**src/rtl/gpio_pkg.sv**
```systemverilog
// Shared GPIO definitions: FSM state encodings and counter-width helper.
package gpio_pkg;

    typedef enum logic [1:0] {
        ST_IDLE = 2'd0,
        ST_ON   = 2'd1,
        ST_OFF  = 2'd2
    } gpio_state_t;

    // Bits needed to hold max-1; never returns zero so a 1-cycle timer still has a register.
    function automatic int CNT_W(input int max);
        return (max < 2) ? 1 : $clog2(max);
    endfunction

endpackage

```
**src/rtl/gpio_hold_timer.sv**
```systemverilog
// Loadable down-counter that stops at zero; shared by the ON and OFF phases.
module gpio_hold_timer #(
    parameter int W = 8
) (
    input  logic         src_clk,
    input  logic         rst_n,
    input  logic         load,
    input  logic [W-1:0] load_val,
    output logic         zero
);

    logic [W-1:0] tmr;

    always_ff @(posedge src_clk or negedge rst_n) begin
        if (!rst_n)
            tmr <= '0;
        else if (load)
            tmr <= load_val;
        else if (tmr != '0)
            tmr <= tmr - W'(1);
    end

    assign zero = (tmr == '0);

endmodule

```
**src/rtl/gpio_pulse_out.sv**
```systemverilog
// Drives a GPIO pin with min-width pulses, queuing strobes that arrive mid-pulse.
module gpio_pulse_out
    import gpio_pkg::*;
#(
    parameter int ON_CYCLES  = 5_000_000,
    parameter int OFF_CYCLES = 5_000_000,
    parameter int PEND_W     = 4,
    parameter int ACTIVE_LOW = 0
) (
    input  logic              src_clk,
    input  logic              rst_n,
    input  logic              trig,
    output logic              pin_out,
    output logic              busy,
    output logic [PEND_W-1:0] pend_cnt,
    output logic              overflow
);

    localparam int               TMR_W    = CNT_W((ON_CYCLES > OFF_CYCLES) ? ON_CYCLES : OFF_CYCLES);
    localparam logic [TMR_W-1:0] ON_LOAD  = TMR_W'(ON_CYCLES - 1);
    localparam logic [TMR_W-1:0] OFF_LOAD = TMR_W'(OFF_CYCLES - 1);
    localparam logic [PEND_W-1:0] PEND_MAX = '1;
    localparam logic             INACT    = 1'(ACTIVE_LOW);

    gpio_state_t       state, nxt;
    logic              tmr_load, tmr_zero;
    logic [TMR_W-1:0]  tmr_val;
    logic              enq, deq;
    logic [PEND_W-1:0] pend_nxt;
    logic              ovf_nxt;

    gpio_hold_timer #(.W(TMR_W)) u_tmr (
        .src_clk  (src_clk),
        .rst_n    (rst_n),
        .load     (tmr_load),
        .load_val (tmr_val),
        .zero     (tmr_zero)
    );

    // A trig coinciding with OFF end is both queued and dequeued, so it restarts ON without an IDLE gap.
    always_comb begin
        nxt      = state;
        tmr_load = 1'b0;
        tmr_val  = ON_LOAD;
        deq      = 1'b0;
        enq      = trig && (state != ST_IDLE);
        case (state)
            ST_IDLE: begin
                if (trig) begin
                    nxt      = ST_ON;
                    tmr_load = 1'b1;
                end
            end
            ST_ON: begin
                if (tmr_zero) begin
                    nxt      = ST_OFF;
                    tmr_load = 1'b1;
                    tmr_val  = OFF_LOAD;
                end
            end
            ST_OFF: begin
                if (tmr_zero) begin
                    if ((pend_cnt != '0) || trig) begin
                        nxt      = ST_ON;
                        tmr_load = 1'b1;
                        deq      = 1'b1;
                    end else begin
                        nxt = ST_IDLE;
                    end
                end
            end
            default: nxt = ST_IDLE;
        endcase
    end

    always_comb begin
        pend_nxt = pend_cnt;
        ovf_nxt  = 1'b0;
        case ({enq, deq})
            2'b10: begin
                if (pend_cnt == PEND_MAX)
                    ovf_nxt = 1'b1;
                else
                    pend_nxt = pend_cnt + PEND_W'(1);
            end
            2'b01:   pend_nxt = pend_cnt - PEND_W'(1);
            default: pend_nxt = pend_cnt;
        endcase
    end

    always_ff @(posedge src_clk or negedge rst_n) begin
        if (!rst_n) begin
            state    <= ST_IDLE;
            pend_cnt <= '0;
            overflow <= 1'b0;
            pin_out  <= INACT;
        end else begin
            state    <= nxt;
            pend_cnt <= pend_nxt;
            overflow <= ovf_nxt;
            pin_out  <= (nxt == ST_ON) ? ~INACT : INACT;
        end
    end

    assign busy = (state != ST_IDLE);

endmodule

```
**config.mk**
```make
export PLATFORM = sky130hd
export DESIGN_NAME = gpio_pulse_out
export DESIGN_NICKNAME = d
export VERILOG_FILES = /design/src/rtl/gpio_pkg.sv /design/src/rtl/gpio_hold_timer.sv /design/src/rtl/gpio_pulse_out.sv
export SDC_FILE = /design/constraint.sdc
export NUM_CORES = 1
export LEC_CHECK = 0
export BUFFER_PORTS_ARGS = -buffer_cell sky130_fd_sc_hd__buf_4
export CAP_MARGIN = 0
export CORE_ASPECT_RATIO = 0.8
export CORE_UTILIZATION = 30
export CTS_CLUSTER_SIZE = 16
export DETAILED_ROUTE_END_ITERATION = 7
export GPL_TIMING_DRIVEN = 0
export PLACE_DENSITY_LB_ADDON = 0.05
export SYNTH_ARGS = -nofsm -noshare
export SYNTH_HDL_FRONTEND = slang
export SYNTH_SLANG_ARGS = --single-unit
```
**constraint.sdc**
```tcl
create_clock -name src_clk -period 3.1 [get_ports src_clk]
set_input_delay 0 -clock src_clk [delete_from_list [all_inputs] [get_ports src_clk]]
set_output_delay 0 -clock src_clk [all_outputs]
set_load 0.03 [all_outputs]
```
==> qor.csv <==
stage,metric,value,unit
worst_setup_path,r2r_start,u_tmr.tmr[0]$_DFFE_PN0P_,
routing,first_pass_iters,4,
synthesis,synth_ff_type,dfrtp_1,
clocking,root_buffer,clkbuf_8,
worst_setup_path,cp_cell_sequence,inv_1 > ha_1 > nor4b_4 > and3_1 > nand3_1 > xnor2_1 > ha_1 > or3_1 > mux2i_1 > xor2_1,
clocking,cts.sinks,31,
sta,setup_viol,0,
worst_hold_path,hold_start,trig,
grt,overflow,0,
worst_hold_path,holdCritPathClass,in2reg,
placed_design,place_ws,0.398,ns
final_layout,layout-drive-gt1-share,19.9,%
final_layout,antennaDiodeCount,0,
final_layout,final_cells,274,
power_and_ir_drop,sw_frac_of_total,36.4,%
worst_setup_path,crit_type,reg2reg,
sta,rsz0062_at_grt,false,
sta,hold_violations,0,
clocking,cts_buffers,5,
grt,grt_max_degree,32,
power_and_ir_drop,pwr-share-seq,45.5,%
synthesis,syn_inst,178,
sta,timing.fmax,366,MHz
power_and_ir_drop,power_leakage,0.749,nW
clocking,clk_latency,0.28,ns
routing,drc,0,
placed_design,portBuffers,9,
placed_design,place_hpwl,3.09,mm
synthesis,synth_fp_nets,183,
clocking,clockBufferDepth,2,
routing,wl_per_cell,15.4,um
clocking,post_cts_buffers,0,
worst_setup_path,cp.required,3.30,ns
floorplanning,fp.coreArea,5590,um2
power_and_ir_drop,switchingPower,485,uW
worst_setup_path,reg2reg_to,pend_cnt[2]$_DFFE_PN0P_,
worst_setup_path,cp-end-kind,register,
sta,relSlewSlack,58.8,%
sta,finalSetupTns,0,ns
sta,clock_skew,0.00759,ns
final_layout,multi_input_area,957,um2
synthesis,yosysSeqAreaShare,43.6,%
placed_design,dp_cells,265,
worst_setup_path,crit_top_cell,ha_1,
final_layout,final-seq-area,776,um2
grt,grt_pass1_vias,1400,
routing,vias,1444,
worst_setup_path,r2r_slack,0.37,ns
sta,fin_crit,2.73,ns
worst_setup_path,slowest_stage,dfrtp_1,
placed_design,placed_area,1950,um2
floorplanning,die_height,70.9,um
sta,setup_slack,0.371,ns
final_layout,final_common_cell,dfrtp_1,
synthesis,synthArstFlopShare,100,%
sta,period_share,88.0,%
synthesis,ys_warn_count,0,
synthesis,synth_edf_count,0,
synthesis,synth.avg_cell_area,10.0,um2
power_and_ir_drop,power.share.clock,26.6,%
final_layout,areaGrowthSynthToFinish,15.5,%
power_and_ir_drop,combPwrFrac,27.9,%
routing,ant_nets,0,
worst_setup_path,ff2ff_path_depth,10,
worst_setup_path,startpoint_type,register,
grt,track_usage,14.9,%
floorplanning,die_x,88.1,um
clocking,cts_tree,done,
routing,via_per_inst,5.27,
synthesis,synthDistinctLibCells,54,
synthesis,synth_top_area_share,43.6,%
floorplanning,die_area,6250,um2
clocking,clkTransAtPathRegs,0.06,ns
final_layout,fillers,589,
floorplanning,start_util,31.9,%
worst_setup_path,worstPathMaxFanout,5,
final_layout,nNetsFinal,200,
power_and_ir_drop,p_int,849,uW
clocking,cts_htree_levels,2,
synthesis,synth-seq-cells,31,
synthesis,synth.largest_area_cell,dfrtp_1,
sta,worstMarginPinSlew,0.615,ns
grt,grt_pass1_wl,7.02,mm
power_and_ir_drop,power_density,649,nW/um2
synthesis,synth_area_leaders,"dfrtp_1 (44%), nor2_1 (3.2%), o31ai_1 (3.0%), xnor2_1 (3.0%), nand2_1 (2.5%)",
outcome,status,"finished, final reports clean",
job,maxCapViolations,0,
worst_hold_path,holdPathEnd,pin_out$_DFF_PN0_,
sta,fin_hold_ws,0.118,ns
worst_setup_path,cp.arrival,2.93,ns
grt,antenna_found_initial,0,
floorplanning,num_io_pins,10,
final_layout,most-common-layout-cells,"dfrtp_1 (31), nor2_1 (15), nand2_1 (12), buf_4 (9)",
worst_hold_path,hold_path_depth,4,
routing,drtIter0Drc,96,
power_and_ir_drop,max-vdd-ir-drop,0.248,mV
worst_setup_path,slowest_delay,0.38,ns
clocking,post_cts_resized,0,
routing,wirelength,4.23,mm
placed_design,gp_congestion,0.790,
synthesis,netlist_area,1780,um2
final_layout,postLayoutCellArea,2060,um2
floorplanning,num_rows,24,
sta,maxSlewViolCount,0,
==> cells in the mapped netlist, types with 2 or more instances <==
library cell	number
dfrtp_1	31
nor2_1	15
nand2_1	12
nand3_1	8
nor3_1	8
o31ai_1	7
xnor2_1	6
a21oi_1	5
inv_1	5
o21ai_0	5
or4_1	5
nand4_1	4
nor2b_1	4
xor2_1	4
and3_1	3
nor3_2	3
nor4_1	3
o211ai_1	3
o41ai_1	3
buf_2	2
clkbuf_1	2
ha_1	2
mux2i_1	2
nor3b_1	2
o21ai_1	2
or2_2	2
or3_1	2
or3_2	2
==> power groups by stage <==
| stage | Sequential [mW] | Combinational (mW) | Clock, mW |
|---|---|---|---|
| final | 0.608 | 0.372 | 0.355 |
| after global routing | 0.623 | 0.415 | 0.386 |
| after CTS | 0.604 | 0.376 | 0.366 |
| after detailed placement | 0.609 | 0.373 | 0 |
| after global placement | 0.604 | 0.367 | 0 |
| after floorplan | 0.631 | 0.233 | 0 |
==> flip-flops by register name (all words and copies together) (netlist names) <==
register	flops
state	2
u_tmr.tmr	23
overflow	1
pin_out	1
pend_cnt	4
==> how the worst max path moves through the flow <==
stage / startpoint / endpoint / cells after the start
detailed placement: u_tmr.tmr[0]$_DFFE_PN0P_ / pend_cnt[2]$_DFFE_PN0P_ / 10
floorplan: u_tmr.tmr[0]$_DFFE_PN0P_ / pend_cnt[2]$_DFFE_PN0P_ / 10
finish: u_tmr.tmr[0]$_DFFE_PN0P_ / pend_cnt[2]$_DFFE_PN0P_ / 10
global placement: u_tmr.tmr[0]$_DFFE_PN0P_ / pend_cnt[2]$_DFFE_PN0P_ / 10
global route: u_tmr.tmr[0]$_DFFE_PN0P_ / pend_cnt[2]$_DFFE_PN0P_ / 10
CTS: u_tmr.tmr[0]$_DFFE_PN0P_ / pend_cnt[2]$_DFFE_PN0P_ / 10
==> cell type report <==
type / instances / share of cell area (%)
multi-input cells: 137 / 46.6
flip-flops and latches: 31 / 37.7
clock buffers: 8 / 4.87
well taps: 78 / 4.75
repair buffers: 10 / 3.77
plain buffers: 5 / 1.40
inverters: 5 / 0.913
==> routing by layer <==
metal	up-vias	part of all wire, %	GRT usage [%]
met5	-	0	0
met4	0	0.80	3.76
met3	5	4.2	3.85
met2	24	43	21.7
met1	704	52	22.0
li1	711	-	-
==> worst max-delay path, delay by kind of cell (launching register included) <==
family                   cells  cell delay (ns)
adder cells (fa/ha/maj)      2             0.50
flip-flops                   1             0.38
XOR/XNOR                     2             0.33
buffers and inverters        1             0.10
AND/OR/NAND/NOR              4             1.14
multiplexers                 1             0.18
==> metrics by stage <==
| step | utilization (%) | power (mW) |
|---|---|---|
| 4_1_cts | 36.8 | 1.35 |
| 5_1_grt | 36.8 | 1.42 |
| 2_1_floorplan | - | 0.863 |
| 6_report | 36.8 | 1.33 |
| 3_5_place_dp | 34.8 | 0.982 |
| 3_3_place_gp | 34.8 | 0.971 |
==> repair_timing <==
item / in CTS / in global routing
endpoints found under the hold margin: 31 / 0
setup endpoints to repair: 0 / 0
hold buffers: 1 / 0
==> kinds of logic (layout without fill, tap and decap cells) <==
family / after synthesis / after routing / synth area share (%)
simple gates: 86 / 86 / 31.3
compound gates: 36 / 36 / 14.3
flops: 31 / 31 / 43.6
xor+xnor: 10 / 10 / 4.92
buf+inv: 10 / 28 / 2.67
mux: 3 / 3 / 1.76
fa+ha+maj: 2 / 2 / 1.41
Power figures use the tool's default switching activity.
